$ cat config.mk
export PLATFORM = sky130hd
export DESIGN_NAME = ascii_tx
export DESIGN_NICKNAME = d
export VERILOG_FILES = /design/src/rtl/ascii_tx.sv
export SDC_FILE = /design/constraint.sdc
export NUM_CORES = 1
export LEC_CHECK = 0
export CAP_MARGIN = 20
export CELL_PAD_IN_SITES_DETAIL_PLACEMENT = 0
export CELL_PAD_IN_SITES_GLOBAL_PLACEMENT = 1
export CORE_MARGIN = 3
export CORE_UTILIZATION = 40
export CTS_CLUSTER_SIZE = 28
export DETAILED_ROUTE_END_ITERATION = 10
export PLACE_DENSITY = 0.83
export SYNTH_ARGS = -nofsm -noshare
export SYNTH_HDL_FRONTEND = slang
export SYNTH_SLANG_ARGS = --single-unit
$ cat constraint.sdc
create_clock -name clk -period 2 [get_ports clk]
set_input_delay 0.6 -clock clk [delete_from_list [all_inputs] [get_ports clk]]
set_output_delay 0.6 -clock clk [all_outputs]
set_load 0.01 [all_outputs]
$ cat src/rtl/ascii_tx.sv
`default_nettype none
// ============================================================================
//  Module      : ascii_tx
//  Description : Fixed-format asynchronous serial transmitter. It sends one
//                start bit (0), eight data bits LSB first, an optional
//                even-parity bit and one stop bit (1). Each bit is held for
//                CLKS_PER_BIT clock cycles.
//                Optional feature macro: ASCII_TX_PARITY_EN. When it is
//                defined, an even-parity bit is sent after data[7].
//  Revision    : 1.0 - initial release
// ============================================================================
module ascii_tx #(
    parameter int CLKS_PER_BIT = 16        // legal range 2..65535
) (
    input  logic       clk,
    input  logic       reset,
    input  logic       load,
    input  logic [7:0] data,
    output logic       ascii,
    output logic       busy,
    output logic       done
);

    // The tick counter only has to reach CLKS_PER_BIT-1.
    localparam int TICK_W = (CLKS_PER_BIT > 1) ? $clog2(CLKS_PER_BIT) : 1;

    // Last tick of a bit period. The bit boundary is taken on this tick.
    localparam logic [TICK_W-1:0] c_tick_last = TICK_W'(CLKS_PER_BIT - 1);

    // The done flop is set one tick before the final stop cycle. Because
    // done is registered, the pulse then appears in exactly that final cycle.
    localparam logic [TICK_W-1:0] c_tick_done = TICK_W'(CLKS_PER_BIT - 2);

    typedef enum logic [2:0] {
        ST_IDLE   = 3'd0,
        ST_START  = 3'd1,
        ST_DATA   = 3'd2,
`ifdef ASCII_TX_PARITY_EN
        ST_PARITY = 3'd3,
`endif
        ST_STOP   = 3'd4
    } state_t;

    state_t             r_state;
    logic [TICK_W-1:0]  r_tick;
    logic [2:0]         r_bit_cnt;
    logic [7:0]         r_shift;
    logic               r_ascii;
    logic               r_busy;
    logic               r_done;
`ifdef ASCII_TX_PARITY_EN
    logic               r_parity;
`endif

    // All outputs come directly from flops, so the line cannot glitch.
    assign ascii = r_ascii;
    assign busy  = r_busy;
    assign done  = r_done;

    // Frame sequencer. A single process owns the state, the counters, the
    // shift register and the registered outputs.
    always_ff @(posedge clk) begin
        if (reset) begin
            r_state   <= ST_IDLE;
            r_tick    <= '0;
            r_bit_cnt <= '0;
            r_shift   <= '0;
            r_ascii   <= 1'b1;
            r_busy    <= 1'b0;
            r_done    <= 1'b0;
`ifdef ASCII_TX_PARITY_EN
            r_parity  <= 1'b0;
`endif
        end else begin
            case (r_state)
                ST_IDLE: begin
                    r_ascii <= 1'b1;
                    r_busy  <= 1'b0;
                    r_done  <= 1'b0;
                    r_tick  <= '0;
                    // This state is only reached when busy is already low.
                    // A load here is therefore always a legal request.
                    if (load) begin
                        r_shift   <= data;
                        r_bit_cnt <= '0;
                        r_ascii   <= 1'b0;      // start bit appears next cycle
                        r_busy    <= 1'b1;
                        r_state   <= ST_START;
`ifdef ASCII_TX_PARITY_EN
                        r_parity  <= ^data;     // even parity over the captured byte
`endif
                    end
                end

                ST_START: begin
                    if (r_tick == c_tick_last) begin
                        r_tick    <= '0;
                        r_bit_cnt <= '0;
                        r_ascii   <= r_shift[0];
                        r_state   <= ST_DATA;
                    end else begin
                        r_tick <= r_tick + 1'b1;
                    end
                end

                ST_DATA: begin
                    if (r_tick == c_tick_last) begin
                        r_tick <= '0;
                        if (r_bit_cnt == 3'd7) begin
                            // Leave after bit 7. The counter is never
                            // allowed to wrap into a ninth data bit.
`ifdef ASCII_TX_PARITY_EN
                            r_ascii <= r_parity;
                            r_state <= ST_PARITY;
`else
                            r_ascii <= 1'b1;
                            r_state <= ST_STOP;
`endif
                        end else begin
                            // Bit 0 of r_shift is the bit now on the line.
                            // Bit 1 is the next bit to send.
                            r_bit_cnt <= r_bit_cnt + 3'd1;
                            r_ascii   <= r_shift[1];
                            r_shift   <= {1'b0, r_shift[7:1]};
                        end
                    end else begin
                        r_tick <= r_tick + 1'b1;
                    end
                end

`ifdef ASCII_TX_PARITY_EN
                ST_PARITY: begin
                    if (r_tick == c_tick_last) begin
                        r_tick  <= '0;
                        r_ascii <= 1'b1;
                        r_state <= ST_STOP;
                    end else begin
                        r_tick <= r_tick + 1'b1;
                    end
                end
`endif

                ST_STOP: begin
                    if (r_tick == c_tick_last) begin
                        // The final stop cycle has just ended. Drop busy and
                        // done together, then return to the idle line level.
                        r_tick  <= '0;
                        r_done  <= 1'b0;
                        r_busy  <= 1'b0;
                        r_ascii <= 1'b1;
                        r_state <= ST_IDLE;
                    end else begin
                        r_tick <= r_tick + 1'b1;
                        if (r_tick == c_tick_done) begin
                            r_done <= 1'b1;
                        end
                    end
                end

                default: begin
                    r_tick  <= '0;
                    r_ascii <= 1'b1;
                    r_busy  <= 1'b0;
                    r_done  <= 1'b0;
                    r_state <= ST_IDLE;
                end
            endcase
        end
    end

endmodule
`default_nettype wire

After elaboration in Yosys (flattened, before gate mapping)
Index checks and enable logic that the tools add are counted.
{ "op_classes": {"eq_ne": 13, "n_reduce_logical": 12, "add_sub_neg": 2, "muxes": 26, "bitwise_logic": 2} }
{ "op_table": {"columns": ["op", "count"], "rows": [
  ["2-to-1 mux 3 bit", 8],
  ["2-to-1 mux 8 bit", 3],
  ["case mux 8 bit (2 select lines)", 1],
  ["!= test 2 bit, second input constant", 6],
  ["case mux 3 bit (4 select lines)", 1],
  ["AND reduction 5 bit", 2],
  ["2-to-1 mux 1 bit", 9],
  ["case mux 3 bit (3 select lines)", 1],
  ["== test 4 bit, second input constant", 2],
  ["== test 3 bit, second input constant", 2],
  ["OR reduction 3 bit", 2],
  ["adder 4 x 1 -> 4 bit, second input constant", 1],
  ["case mux 1 bit (4 select lines)", 1],
  ["AND reduction 2 bit", 2],
  ["AND reduction 4 bit", 1],
  ["adder 3 x 1 -> 3 bit, second input constant", 1],
  ["== test 3 x 1 -> 1 bit, second input constant", 1],
  ["== test 3 x 2 -> 1 bit, second input constant", 1],
  ["logical NOT 3 bit", 1],
  ["!= test 3 bit, second input constant", 1],
  ["case mux 1 bit (3 select lines)", 1],
  ["AND reduction 3 bit", 1],
  ["nonzero test 3 bit", 1],
  ["NOT 1 bit", 2],
  ["other kinds (3)", 3]
]} }
{ "totals": {"inputBits": 11, "register_bits": 21, "out_inout_bits": 3} }

Longest topological paths before layout
Gate-level depths: netlist (run 1).
{ "depth": {"ltp_word": 4, "depth_mapped": 7, "ltp_nobuf": 6} }

Worst setup path before layout (run 1)
OpenSTA, ideal clock, no wires.
{ "synth_timing": {"kind": "reg-to-reg", "start": "register r_bit_cnt[0]", "end": "register r_shift[7]", "path_buffers": 1, "path_slack_ns": 0.346, "period_less_slack_ns": 1.654, "stages_incl_launch_ff": 8, "arrival_time_ns": 1.522, "cell_sequence": "dfxtp_1 ha_1 ha_1 or2b_1 o22ai_2 and2_1 buf_2 o32ai_1"} }
{ "synth_between": {"elab_chain_len": 3} }
{ "synth_lines": {"columns": ["item", "line_no", "rtl"], "rows": [
  ["start: declaration", "46", "logic [2:0] r_bit_cnt;"],
  ["start signal: assignment", "122", "r_bit_cnt <= r_bit_cnt + 3'd1;"],
  ["== test 3 bit", "109", "if (r_bit_cnt == 3'd7) begin"],
  ["!= test 2 bit (no line)", null, null],
  ["AND reduction 4 bit (no line)", null, null],
  ["end signal: assignment", "84", "r_shift <= data;"],
  ["end signal: assignment", "124", "r_shift <= {1'b0, r_shift[7:1]};"],
  ["end: declaration", "47", "logic [7:0] r_shift;"]
]} }
Every way passes these cells.
A chain may end at the register's enable or synchronous reset.

Final worst setup path (run 1)
{ "layout_timing": {"start": "register r_busy (netlist: busy)", "end": "output port busy"} }
{ "layout_rtl": {"columns": ["item", "line_no", "rtl"], "rows": [
  ["start: declaration", "49", "logic r_busy;"],
  ["start signal: assignment", "69", "r_busy <= 1'b0;"],
  ["start signal: assignment", "78", "r_busy <= 1'b0;"],
  ["start signal: assignment", "87", "r_busy <= 1'b1;"],
  ["end: declaration", "20", "output logic busy,"]
]} }
No word-level cell between the ends.

==> results of run 1 <==
[power by group]
| part | internal (mW) | switching [mW] | leakage, nW |
|---|---|---|---|
| Clock | 0.0763 | 0.139 | 0.0139 |
| Combinational | 0.0521 | 0.0446 | 0.258 |
| Sequential | 0.437 | 0.0142 | 0.172 |
| Total | 0.565 | 0.197 | 0.444 |
[cell families (layout without fill, tap and decap cells)]
family | Yosys count | in the layout | share of synthesized area (%)
and+or+nand+nor | 39 | 39 | 20.4
AOI/OAI and AO/OA | 32 | 32 | 20.4
DFF | 21 | 21 | 39.8
buffers and inverters | 12 | 27 | 5.45
muxes | 8 | 8 | 7.58
adders and majority gates | 4 | 4 | 4.74
xor gates and xnor gates | 2 | 2 | 1.66
[metrics by stage]
step | area [sq um] | util (%) | instances | setup slack, ns | hold WS (ns)
after floorplan | 1060 | - | 118 | 0.346 | 0.430
after global placement | 1220 | 51.7 | 157 | 0.148 | 0.442
after detailed placement | 1220 | 51.7 | 157 | 0.100 | 0.456
after CTS | 1250 | 52.9 | 161 | 0.0982 | 0.487
after global routing | 1250 | 52.9 | 161 | 0.0411 | 0.512
final | 1250 | 52.9 | 161 | 0.122 | 0.484
[cell usage in the layout, fill, tap and decap left out, drive strengths merged]
cell type,instances
and3,1
o21ai,4
nand3b,1
or2b,1
a2bb2oi,3
buf,5
inv,5
a211oi,7
clkbuf,3
and4b,1
xor2,1
dfxtp,21
a32oi,1
nand3,6
mux2i,8
ha,4
nand2,4
nor2b,1
clkinvlp,1
nor2,9
nand2b,3
a21oi,13
nor3b,2
o22ai,1
or3,3
xnor2,1
o21ba,1
o31ai,1
nor3,4
and2,2
clkdlybuf4s50,13
o32ai,1
nor4,1
[worst register-to-register path, cell delays in order (launching register included)]
cell and delay [ns]:
dfxtp_1 0.35, ha_1 0.20, ha_1 0.24, or2b_1 0.25
o22ai_2 0.10, buf_4 0.17, a21oi_1 0.08, a211oi_1 0.25
[how the worst max path moves through the flow]
stage                     cells after the start         start  slack, ns    endpoint
after floorplan                               7  r_bit_cnt[0]       0.35  r_shift[7]
after global placement                        5          load       0.15  r_shift[7]
after detailed placement                      6          load       0.10  r_shift[2]
after CTS                                     1          busy        0.1        busy
after global routing                          1          busy       0.04        busy
final                                         1          busy       0.12        busy
[layout make-up]
type	instances	area, sq um
fillers	223	1110
multi-input cells	85	578
flip-flops and latches	21	420
repair buffers	18	168
well taps	28	35.0
clock buffers	3	22.5
inverters	5	18.8
clock inverters	1	7.51
[flip-flops by register name, summed over array words and instances, names as in the netlist]
register / count
r_tick: 4
ascii: 1
r_shift: 8
r_state: 3
r_bit_cnt: 3
busy: 1
done: 1
[routing by layer]
metal,wire [microns],track usage (%)
met5,0,0
met4,12,1.99
met3,95,4.75
met2,991,22.7
met1,1100,20.5
==> impl_metrics.toml, run 1 <==
[outcome]
status = "finished clean"

[clocking]
clkTransAtPathRegs_ns = 0.12
clock_sinks = 21
htree_levels = 1
cts_buffers = 3
cts_root_buf = "clkbuf_4"
clockBufferDepth = 2
cts_setup_buffers = 0
cts_tree = "built"
holdBufCountCts = 0
clkLatencyLatePin_ns = 0.31
ctsResizeCount = 0

[logic_synthesis]
synth_top_area_cell = "dfxtp_1"
ys_types = 37
ys_ff_latch = 21
ys_seq_area_share_pct = 39.8
synth_commonest_cells = "dfxtp_1, a21oi_1, mux2i_1, nor2_1, a211oi_1"
syn_avg_cell_area_sq_um = 8.95
synthDominantCellAreaShare_pct = 39.8
synth_area_sq_mm = 0.00106
synth_ff_type = "dfxtp_1"
synth_nets = 133
yosysMostFrequentCell = "dfxtp_1"
synthArstFlopShare_pct = 0
netlist_top_cells_area = "dfxtp_1, mux2i_1, a21oi_1"
synth_cells = 118
yosysWarnings = 0
synth_edf_count = 0

[sta]
skew_ns = 0.00528
finalHoldViolations = 0
rsz0062_at_grt = "false"
post-route-min-period_ns = 1.88
fin_tns_setup_ns = 0
max_slew_margin_pct = 73.9
max_freq_mhz = 532
setup_viol = 0
worst_pin_slew_ns = 0.389
finalCritPeriodShare_pct = 93.9
drv_slew = 0

[floorplanning]
die_h_microns = 57.4
coreArea_sq_mm = 0.00236
fp-row-count = 17
io_pins = 14
start_util_pct = 44.7
die_x_microns = 57.4
dieArea_sq_mm = 0.00329

[critical_path]
crit_slowest_cell = "clkdlybuf4s50_1"
r2r_end = "r_shift[2]"
crit_buf_inv = 1
crit_required_ns = 1.40
max_stage_delay_ns = 0.57
r2r_cells = 7
worstSetupStartpointType = "flop"
worstSetupEndpointType = "output pin"
crit_fanout = 4
rrSetupSlack_ns = 0.27
crit_arrival_ns = 1.28
r2r_start = "r_bit_cnt[0]"
path_class = "reg -> out"
crit_family = "buffers and inverters"
critical_path.cell_chain = "clkdlybuf4s50_1"

[worst_hold_path]
whs_endpoint = "r_bit_cnt[1]"
hold_path_depth = 2
hold_class = "reg -> reg"
hold_path_startpoint = "r_bit_cnt[1]"

[pwr]
p_leak_nw = 0.444
ir_drop_uv = 545
power.total_uw = 762
pwr_density_cell_mw_per_mm2 = 610

[final_layout]
nNetsFinal = 149
area_growth_pct = 18.4
diodes = 0
drive_above_1_share_pct = 10.5

[grt]
grt_pass1_wl_mm = 3.86
grt-ovfl-total = 0
grt_antenna_before_repair = 0
grt_usage_pct = 14.7
first_global_vias = 804
grt_max_degree = 14

[route]
via_count = 881
drtAntennaViolNets = 0
vias_per_cell = 5.47
post-route-drc-count = 0
drt_iter0_markers = 13
wl_per_cell_microns = 13.6
drtPass1Iterations = 4
wl_mm = 2.19

[place]
dp_hpwl_mm = 1.65
gp_congestion = 0.698
io_buffers = 13

[run]
cap_violations = 0
(Power assumes the default switching activity.)
==> inputs of run 2 (changes only) <==
- CTS_CLUSTER_DIAMETER: unset -> 100
- HOLD_SLACK_MARGIN: unset -> 0.06
==> results of run 2 <==
The final DEF is identical to that of run 1; final timing and power are the same.
